$ cat src/rtl/axis_bus_sel_arbiter_pkg.sv
// Shared constants and types for the AXIS bus_sel arbiter and the mux/demux pair it drives.
package axis_bus_sel_arbiter_pkg;

  localparam int N_CH_DEFAULT = 10;

  localparam logic [7:0] SEL_BASE        = 8'd128;
  localparam logic [7:0] NON_FIFO_CHOOSE = 8'd0;

  typedef enum logic [1:0] {
    ST_IDLE    = 2'd0,
    ST_GRANT   = 2'd1,
    ST_RELEASE = 2'd2
  } arb_state_t;

  // A single channel still needs a one-bit index vector.
  function automatic int idx_width(input int n);
    return (n > 1) ? $clog2(n) : 1;
  endfunction

endpackage

$ cat src/rtl/axis_bus_sel_arbiter_rr_pick.sv
// Combinational round-robin picker: first set request at or above ptr, wrapping to the lowest.
module axis_rr_pick
  import axis_bus_sel_arbiter_pkg::*;
#(
  parameter int N_CH  = N_CH_DEFAULT,
  parameter int IDX_W = idx_width(N_CH)
) (
  input  logic [N_CH-1:0]  req,
  input  logic [IDX_W-1:0] ptr,
  output logic             found,
  output logic [IDX_W-1:0] winner
);

  logic             hi_found;
  logic             lo_found;
  logic [IDX_W-1:0] hi_idx;
  logic [IDX_W-1:0] lo_idx;

  // Scanning downward leaves the lowest qualifying index in each candidate.
  always_comb begin
    hi_found = 1'b0;
    lo_found = 1'b0;
    hi_idx   = '0;
    lo_idx   = '0;
    for (int i = N_CH - 1; i >= 0; i--) begin
      if (req[i]) begin
        lo_found = 1'b1;
        lo_idx   = IDX_W'(i);
        if (IDX_W'(i) >= ptr) begin
          hi_found = 1'b1;
          hi_idx   = IDX_W'(i);
        end
      end
    end
    found  = lo_found;
    winner = hi_found ? hi_idx : lo_idx;
  end

endmodule

$ cat src/rtl/axis_bus_sel_arbiter.sv
// Packet-granular round-robin arbiter producing the registered bus_sel code for the AXIS mux/demux.
module axis_bus_sel_arbiter #(
  parameter int         N_CH            = 10,
  parameter logic [7:0] SEL_BASE        = 8'd128,
  parameter logic [7:0] NON_FIFO_CHOOSE = 8'd0,
  parameter int         TIMEOUT_CYCLES  = 1024,
  parameter int         TMO_W           = 11
) (
  input  logic            clk,
  input  logic            rst_n,
  input  logic            enable,
  input  logic [N_CH-1:0] ch_req,
  input  logic            axis_in_tvalid,
  input  logic            axis_in_tready,
  input  logic            axis_in_tlast,
  output logic [7:0]      bus_sel,
  output logic [N_CH-1:0] grant_onehot,
  output logic            busy,
  output logic            timeout_err,
  output logic [7:0]      timeout_ch
);

  import axis_bus_sel_arbiter_pkg::*;

  localparam int IDX_W = idx_width(N_CH);
  localparam bit WD_ON = (TIMEOUT_CYCLES != 0);
  localparam logic [TMO_W-1:0] TMO_LIMIT = TMO_W'((TIMEOUT_CYCLES > 0) ? TIMEOUT_CYCLES - 1 : 0);
  localparam logic [IDX_W-1:0] LAST_IDX  = IDX_W'(N_CH - 1);

  arb_state_t       state, state_nxt;
  logic [IDX_W-1:0] ptr, ptr_nxt;
  logic [IDX_W-1:0] grant_idx, grant_nxt;
  logic [TMO_W-1:0] tmo_cnt, cnt_nxt;
  logic             tmo_fire;

  logic             pick_found;
  logic [IDX_W-1:0] pick_winner;
  logic             beat, eop, expire;
  logic [IDX_W-1:0] ptr_after;
  logic [N_CH-1:0]  onehot_nxt;
  logic [7:0]       bus_sel_nxt;

  axis_rr_pick #(
    .N_CH  (N_CH),
    .IDX_W (IDX_W)
  ) u_pick (
    .req    (ch_req),
    .ptr    (ptr),
    .found  (pick_found),
    .winner (pick_winner)
  );

  assign beat      = axis_in_tvalid & axis_in_tready;
  assign eop       = beat & axis_in_tlast;
  // Expiry is the stalled cycle that would bring the count to TIMEOUT_CYCLES; any beat pre-empts it.
  assign expire    = WD_ON && !beat && (tmo_cnt == TMO_LIMIT);
  assign ptr_after = (grant_idx == LAST_IDX) ? '0 : grant_idx + IDX_W'(1);

  always_comb begin
    state_nxt = state;
    ptr_nxt   = ptr;
    grant_nxt = grant_idx;
    cnt_nxt   = tmo_cnt;
    tmo_fire  = 1'b0;
    unique case (state)
      ST_IDLE, ST_RELEASE: begin
        if (enable && pick_found) begin
          state_nxt = ST_GRANT;
          grant_nxt = pick_winner;
          cnt_nxt   = '0;
        end else begin
          state_nxt = ST_IDLE;
        end
      end
      ST_GRANT: begin
        if (eop) begin
          state_nxt = ST_RELEASE;
          ptr_nxt   = ptr_after;
          cnt_nxt   = '0;
        end else if (expire) begin
          state_nxt = ST_RELEASE;
          ptr_nxt   = ptr_after;
          cnt_nxt   = '0;
          tmo_fire  = 1'b1;
        end else if (beat) begin
          cnt_nxt = '0;
        end else begin
          cnt_nxt = tmo_cnt + TMO_W'(1);
        end
      end
      default: state_nxt = ST_IDLE;
    endcase
  end

  always_comb begin
    onehot_nxt  = '0;
    bus_sel_nxt = NON_FIFO_CHOOSE;
    if (state_nxt == ST_GRANT) begin
      onehot_nxt[grant_nxt] = 1'b1;
      bus_sel_nxt           = SEL_BASE + 8'(grant_nxt);
    end
  end

  always_ff @(posedge clk or negedge rst_n) begin
    if (!rst_n) begin
      state     <= ST_IDLE;
      ptr       <= '0;
      grant_idx <= '0;
      tmo_cnt   <= '0;
    end else begin
      state     <= state_nxt;
      ptr       <= ptr_nxt;
      grant_idx <= grant_nxt;
      tmo_cnt   <= cnt_nxt;
    end
  end

  // Outputs are registered from next-state values so bus_sel tracks the state with no input-to-output path.
  always_ff @(posedge clk or negedge rst_n) begin
    if (!rst_n) begin
      bus_sel      <= NON_FIFO_CHOOSE;
      grant_onehot <= '0;
      busy         <= 1'b0;
      timeout_err  <= 1'b0;
      timeout_ch   <= 8'd0;
    end else begin
      bus_sel      <= bus_sel_nxt;
      grant_onehot <= onehot_nxt;
      busy         <= (state_nxt == ST_GRANT);
      timeout_err  <= tmo_fire;
      if (tmo_fire) begin
        timeout_ch <= 8'(grant_idx);
      end
    end
  end

endmodule

$ cat config.mk
export PLATFORM = sky130hd
export DESIGN_NAME = axis_bus_sel_arbiter
export DESIGN_NICKNAME = d
export VERILOG_FILES = /design/src/rtl/axis_bus_sel_arbiter_pkg.sv /design/src/rtl/axis_bus_sel_arbiter_rr_pick.sv /design/src/rtl/axis_bus_sel_arbiter.sv
export SDC_FILE = /design/constraint.sdc
export NUM_CORES = 1
export LEC_CHECK = 0
export ABC_AREA = 1
export CAP_MARGIN = 20
export CORE_UTILIZATION = 40
export DETAILED_ROUTE_END_ITERATION = 6
export DONT_BUFFER_PORTS = 1
export HOLD_SLACK_MARGIN = 0.06
export PLACE_DENSITY = 0.62
export SKIP_CTS_REPAIR_TIMING = 1
export SLEW_MARGIN = 0
export SYNTH_ARGS = -nofsm -noshare
export SYNTH_HDL_FRONTEND = slang
export SYNTH_SLANG_ARGS = --single-unit
$ cat constraint.sdc
create_clock -name clk -period 1.8 [get_ports clk]
set_input_delay 0.45 -clock clk [delete_from_list [all_inputs] [get_ports clk]]
set_output_delay 0.45 -clock clk [all_outputs]
set_load 0.005 [all_outputs]
# Yosys cells after proc, flatten, opt, wreduce, memory -nomap -nowiden
# Cells that the tools add are included.
totals:
  register_bits: 45
  in_bits: 16
  output_inout_bits: 28
  elab_cells: 124
classes:
  addsub: 3
  magnitude_cmp: 12
  n_eq_ne: 6
  mux: 82
  bitwise: 2
  reduce_logical: 10
op_table:
  columns: ["cell", "n"]
  rows:
  - ["4-bit two-way mux", 36]
  - ["11-bit two-way mux", 4]
  - ["1-bit two-way mux", 35]
  - ["11-bit case mux with 2 select lines", 1]
  - ["3-bit by 4-bit >= comparator with 1-bit output (first input constant)", 4]
  - ["11-bit by 1-bit adder with 11-bit output (second input constant)", 1]
  - ["11-bit by 10-bit equality test with 1-bit output (second input constant)", 1]
  - ["10-bit two-way mux", 1]
  - ["8-bit by 4-bit adder with 8-bit output (first input constant)", 1]
  - ["1-bit by 4-bit >= comparator with 1-bit output (first input constant)", 2]
  - ["2-bit by 4-bit >= comparator with 1-bit output (first input constant)", 2]
  - ["4-bit >= comparator (first input constant)", 2]
  - ["8-bit two-way mux", 1]
  - ["4-bit by 5-bit less-than comparator with 1-bit output (second input constant)", 1]
  - ["4-bit by 1-bit adder with 4-bit output (second input constant)", 1]
  - ["1-bit demux with 4-bit select", 1]
  - ["2-bit by 1-bit equality test with 1-bit output (second input constant)", 2]
  - ["4-bit equality test (second input constant)", 1]
  - ["4-bit by 1-bit >= comparator with 1-bit output (second input constant)", 1]
  - ["2-bit two-way mux", 2]
  - ["2-bit case mux with 2 select lines", 1]
  - ["2-bit AND reduction", 2]
  - ["2-bit nonzero test", 2]
  - ["1-bit logical AND", 3]
  - ["6 further kinds", 7]

# Depth between registers and ports, before layout
logic_depth:
  ltp_word: 29
  mapped_depth: 15
  depth_no_buf: 15

# Modules after synthesis
# Synthesis repeated with hierarchy kept, for this count alone.
hier_totals:
  hier_cells: 335
  hier_area_um2: 2429.8
modules_own_cells:
  columns: ["mod", "instances", "cells_per_inst", "area_per_inst_um2"]
  rows:
  - ["axis_bus_sel_arbiter", 1, 253, 2048.2]
  - ["axis_rr_pick", 1, 82, 381.6]

# Worst setup path after synthesis
# No wires, ideal clock.
synth_timing:
  path_type: "register to register"
  start: "reg tmo_cnt[0]"
  end: "reg grant_onehot[0]"
  setup_time_ps: 118
  t_arrival_ps: 1544
  slack_ps: 138
  path_stages_with_launch: 13
  path_buffers: 0
  synth_period_minus_slack_ps: 1662
  path_cell_list: "dfrtp_1 -> ha_1 -> nand3_2 -> nor2_2 -> nand3_2 -> nor3_2 -> nor2_2 -> nor2_8 -> inv_2 -> nand2_4 -> nor2_1 -> nand2_2 -> nor2_1"
synth_between:
  elab_chain_cells: 7
synth_rtl:
  columns: ["item", "line_no", "text"]
  rows:
  - ["start, declared", "axis_bus_sel_arbiter.sv:33", "logic [TMO_W-1:0] tmo_cnt, cnt_nxt;"]
  - ["start signal, assigned", "axis_bus_sel_arbiter.sv:114", "tmo_cnt <= cnt_nxt;"]
  - ["11-bit by 10-bit equality test with 1-bit output", "axis_bus_sel_arbiter.sv:56", "assign expire = WD_ON && !beat && (tmo_cnt == TMO_LIMIT);"]
  - ["1-bit logical AND", "axis_bus_sel_arbiter.sv:56", null]
  - ["2-bit two-way mux", "axis_bus_sel_arbiter.sv:80", "end else if (expire) begin"]
  - ["2-bit two-way mux", "axis_bus_sel_arbiter.sv:76", "if (eop) begin"]
  - ["2-bit case mux with 2 select lines", "axis_bus_sel_arbiter.sv:65", "unique case (state)"]
  - ["net state_nxt[1]", "axis_bus_sel_arbiter.sv:30", "arb_state_t state, state_nxt;"]
  - ["2-bit by 1-bit equality test with 1-bit output", "axis_bus_sel_arbiter.sv:98", "if (state_nxt == ST_GRANT) begin"]
  - ["10-bit two-way mux", "axis_bus_sel_arbiter.sv:98", null]
  - ["net onehot_nxt[0]", "axis_bus_sel_arbiter.sv:40", "logic [N_CH-1:0] onehot_nxt;"]
  - ["end signal, assigned", "axis_bus_sel_arbiter.sv:128", "grant_onehot <= onehot_nxt;"]
  - ["end, declared", "axis_bus_sel_arbiter.sv:17", "output logic [N_CH-1:0] grant_onehot,"]
# The timed path passes the listed nets, and every way through them passes these cells.
# A chain may end at the register's enable or synchronous reset.

# Final worst setup path
layout_timing:
  start: "reg tmo_cnt[1]"
  end: "reg grant_onehot[7]"
# The elaborated chain is that of the path after synthesis.

==> impl_metrics.tcl <==
set metrics [dict create \
    outcome "finished, violations left" \
    violations "negative setup slack" \
    utilization 0.502 \
    yosysUniqueCellTypes 35 \
    holdPathEnd "timeout_err" \
    grt_max_degree 42 \
    post_drt_wl_per_cell_um 13.0 \
    crit_path_cell_trace "ha_4, nand3_4, nor2_4, nand3_4, nor3_4, nor2_4, nor2_8, inv_4, nand2_8, nor2_4, nand2_4, nor2_2" \
    finalSetupViolations 5 \
    critPathBufInv 1 \
    crit_path_end_kind "register" \
    synth-seq-cells 41 \
    dp_hpwl_mm 3.39 \
    path_class "reg -> reg" \
    vias 1761 \
    crit_required_ns 1.99 \
    dp_worst_setup_slack_ns -0.0312 \
    insertion_delay_ns 0.30 \
    dr.first_iter.drc_count 91 \
    leakage_uw 0.00121 \
    areaGrowthSynthToFinish_pct 17.5 \
    design_area_um2 2630 \
    clkSlewWorstSetupHoldPaths_ns 0.09 \
    cts-root-buf "clkbuf_8" \
    cpMaxStageDelayCell "dfrtp_1" \
    fin_crit_sh 1.01 \
    r2r-end "grant_onehot[7]" \
    numCtsBuffers 5 \
    overflow 0 \
    rows 26 \
    cts_tree "done" \
    peakVddDrop_uv 511 \
    max_freq_mhz 552 \
    hold_path_depth 1 \
    num_antenna_cells 0 \
    io_pins 44 \
    die_x_um 76.8 \
    globalplace.congestion 0.856 \
    reg2reg_depth 12 \
    via_per_inst 4.92 \
    rsz0062_at_grt "true" \
    drv_slew 0 \
    grt_use_total 0.165 \
    core-area_um2 5240 \
    yosys_warnings 0 \
    worst_slack_ns -0.0119 \
    hold_start "tmo_cnt[10]" \
    grt_pass1_vias 1616 \
    dieArea_um2 5890 \
    ctsHtreeMaxLevel 2 \
    final_nets 304 \
    slowest_delay_ns 0.40 \
    fp.dieH_um 76.8 \
    synth.yosys.seq_area_share 0.459 \
    critical_path.top_delay_family "simple AND/OR/NAND/NOR gates" \
    grt_first_pass_wirelength_mm 7.58 \
    hold_violations 0 \
    antenna_found_initial 0 \
    start_kind "register" \
    dpl_cell_area_um2 2300 \
    crit_top_cell "nor2_4" \
    clk_path_buf_depth 2 \
    period_needed_ns 1.81 \
    path_max_fanout 6 \
    powerDensity_nw_per_um2 1360 \
    syn_area_um2 2240 \
    reg2reg_slack_ns -0.01 \
    avgSynthCellArea_um2 8.44 \
    cts.sinks 41 \
    maxCapViolations 0 \
    critPathArrivalTime_ns 2.01 \
    totalWireLength_mm 4.67 \
    hold_path_class "reg -> reg" \
    final_layout_size_suffix_gt1_frac 0.306 \
    drcViolationCount 0 \
    skew_ns 0.00862 \
    regToRegStartpoint "tmo_cnt[1]" \
    initial_utilization 0.427 \
    portBuffers 0 \
    final_antenna_net_count 0 \
    dr.pass1.iters 4 \
    postSynthCellCount 265 \
]
## metal layers
layer | track usage | wire, µm | vias to the layer above
met5 | 0 | 0 | -
met4 | 0.0462 | 73 | 0
met3 | 0.0536 | 188 | 6
met2 | 0.266 | 2340 | 36
met1 | 0.211 | 2060 | 848
li1 | - | - | 871
## Yosys cell counts (all sizes together)
cell	number	area share
a21oi	9	0.020
buf	9	0.032
clkinv	2	0.0039
conb	1	0.0017
dfrtp	41	0.46
ha	1	0.0056
inv	39	0.068
nand2	58	0.11
nand3	22	0.066
nand3b	1	0.0034
nand4	1	0.0028
nor2	43	0.11
nor3	3	0.011
nor4	1	0.0028
o211ai	2	0.0067
o21a	2	0.0067
o21ai	24	0.062
o311ai	1	0.0039
o31ai	1	0.0034
xnor2	1	0.0039
xor2	3	0.012
## placed cells by master (no fill, tap or decap), types with 6 or more instances in the layout
cell type,synthesis,final
nand2_1,48,45
dfrtp_1,41,38
inv_1,30,30
nor2_1,26,20
nand3_1,16,16
buf_4,8,16
o21ai_0,18,15
nor2_2,11,12
nand2_2,8,10
nor2_4,4,9
a21oi_1,9,9
conb_1,1,7
inv_2,7,6
## cell families after synthesis
family | Yosys count | share of synthesized area
compound gates | 39 | 0.103
buf+inv | 50 | 0.104
other cells | 1 | 0.00168
simple gates | 129 | 0.312
xor+xnor | 4 | 0.0157
flops | 41 | 0.459
fa+ha+maj | 1 | 0.00560
## per-stage QoR
step / TNS, ns / total power, µW / hold slack [ns] / std cells
floorplan: 0 / 2420 / 0.154 / 271
global placement: -0.0399 / 2650 / 0.155 / 336
detailed placement: -0.102 / 2670 / 0.155 / 336
CTS: -0.225 / 3270 / -0.170 / 344
global route: -1.95 / 3830 / 0.446 / 358
finish: -0.0460 / 3570 / 0.432 / 358
## worst max-delay path by stage
stage	to	slack (ns)	startpoint	depth (start not counted)
6_report	grant_onehot[7]	-0.01	tmo_cnt[1]	12
5_1_grt	grant_onehot[7]	-0.11	tmo_cnt[1]	12
4_1_cts	grant_onehot[0]	-0.05	tmo_cnt[0]	12
3_5_place_dp	grant_onehot[0]	-0.03	ch_req[7]	12
3_3_place_gp	grant_onehot[0]	-0.02	ch_req[7]	12
2_1_floorplan	grant_onehot[0]	0.14	tmo_cnt[0]	12
## power by group
group          internal, µW  leakage, µW  switching [µW]
Combinational           591     0.000621            1040
Clock                   268    0.0000439             337
Sequential             1140     0.000544             187
## sequential cells by signal, indices dropped and copies added (netlist names)
name,count
tmo_cnt,11
timeout_err,1
grant_idx,4
state,2
grant_onehot,10
ptr,4
bus_sel,5
timeout_ch,4
## cell type report
type	instances	area [µm²]
Clock buffer	5	68.8
Sequential cell	41	1030
Timing Repair Buffer	18	158
Clock inverter	3	17.5
Multi-Input combinational cell	180	1100
Fill cell	513	2610
Tap cell	70	87.6
Inverter	41	163
No activity file was read; power rests on OpenSTA's default activity.
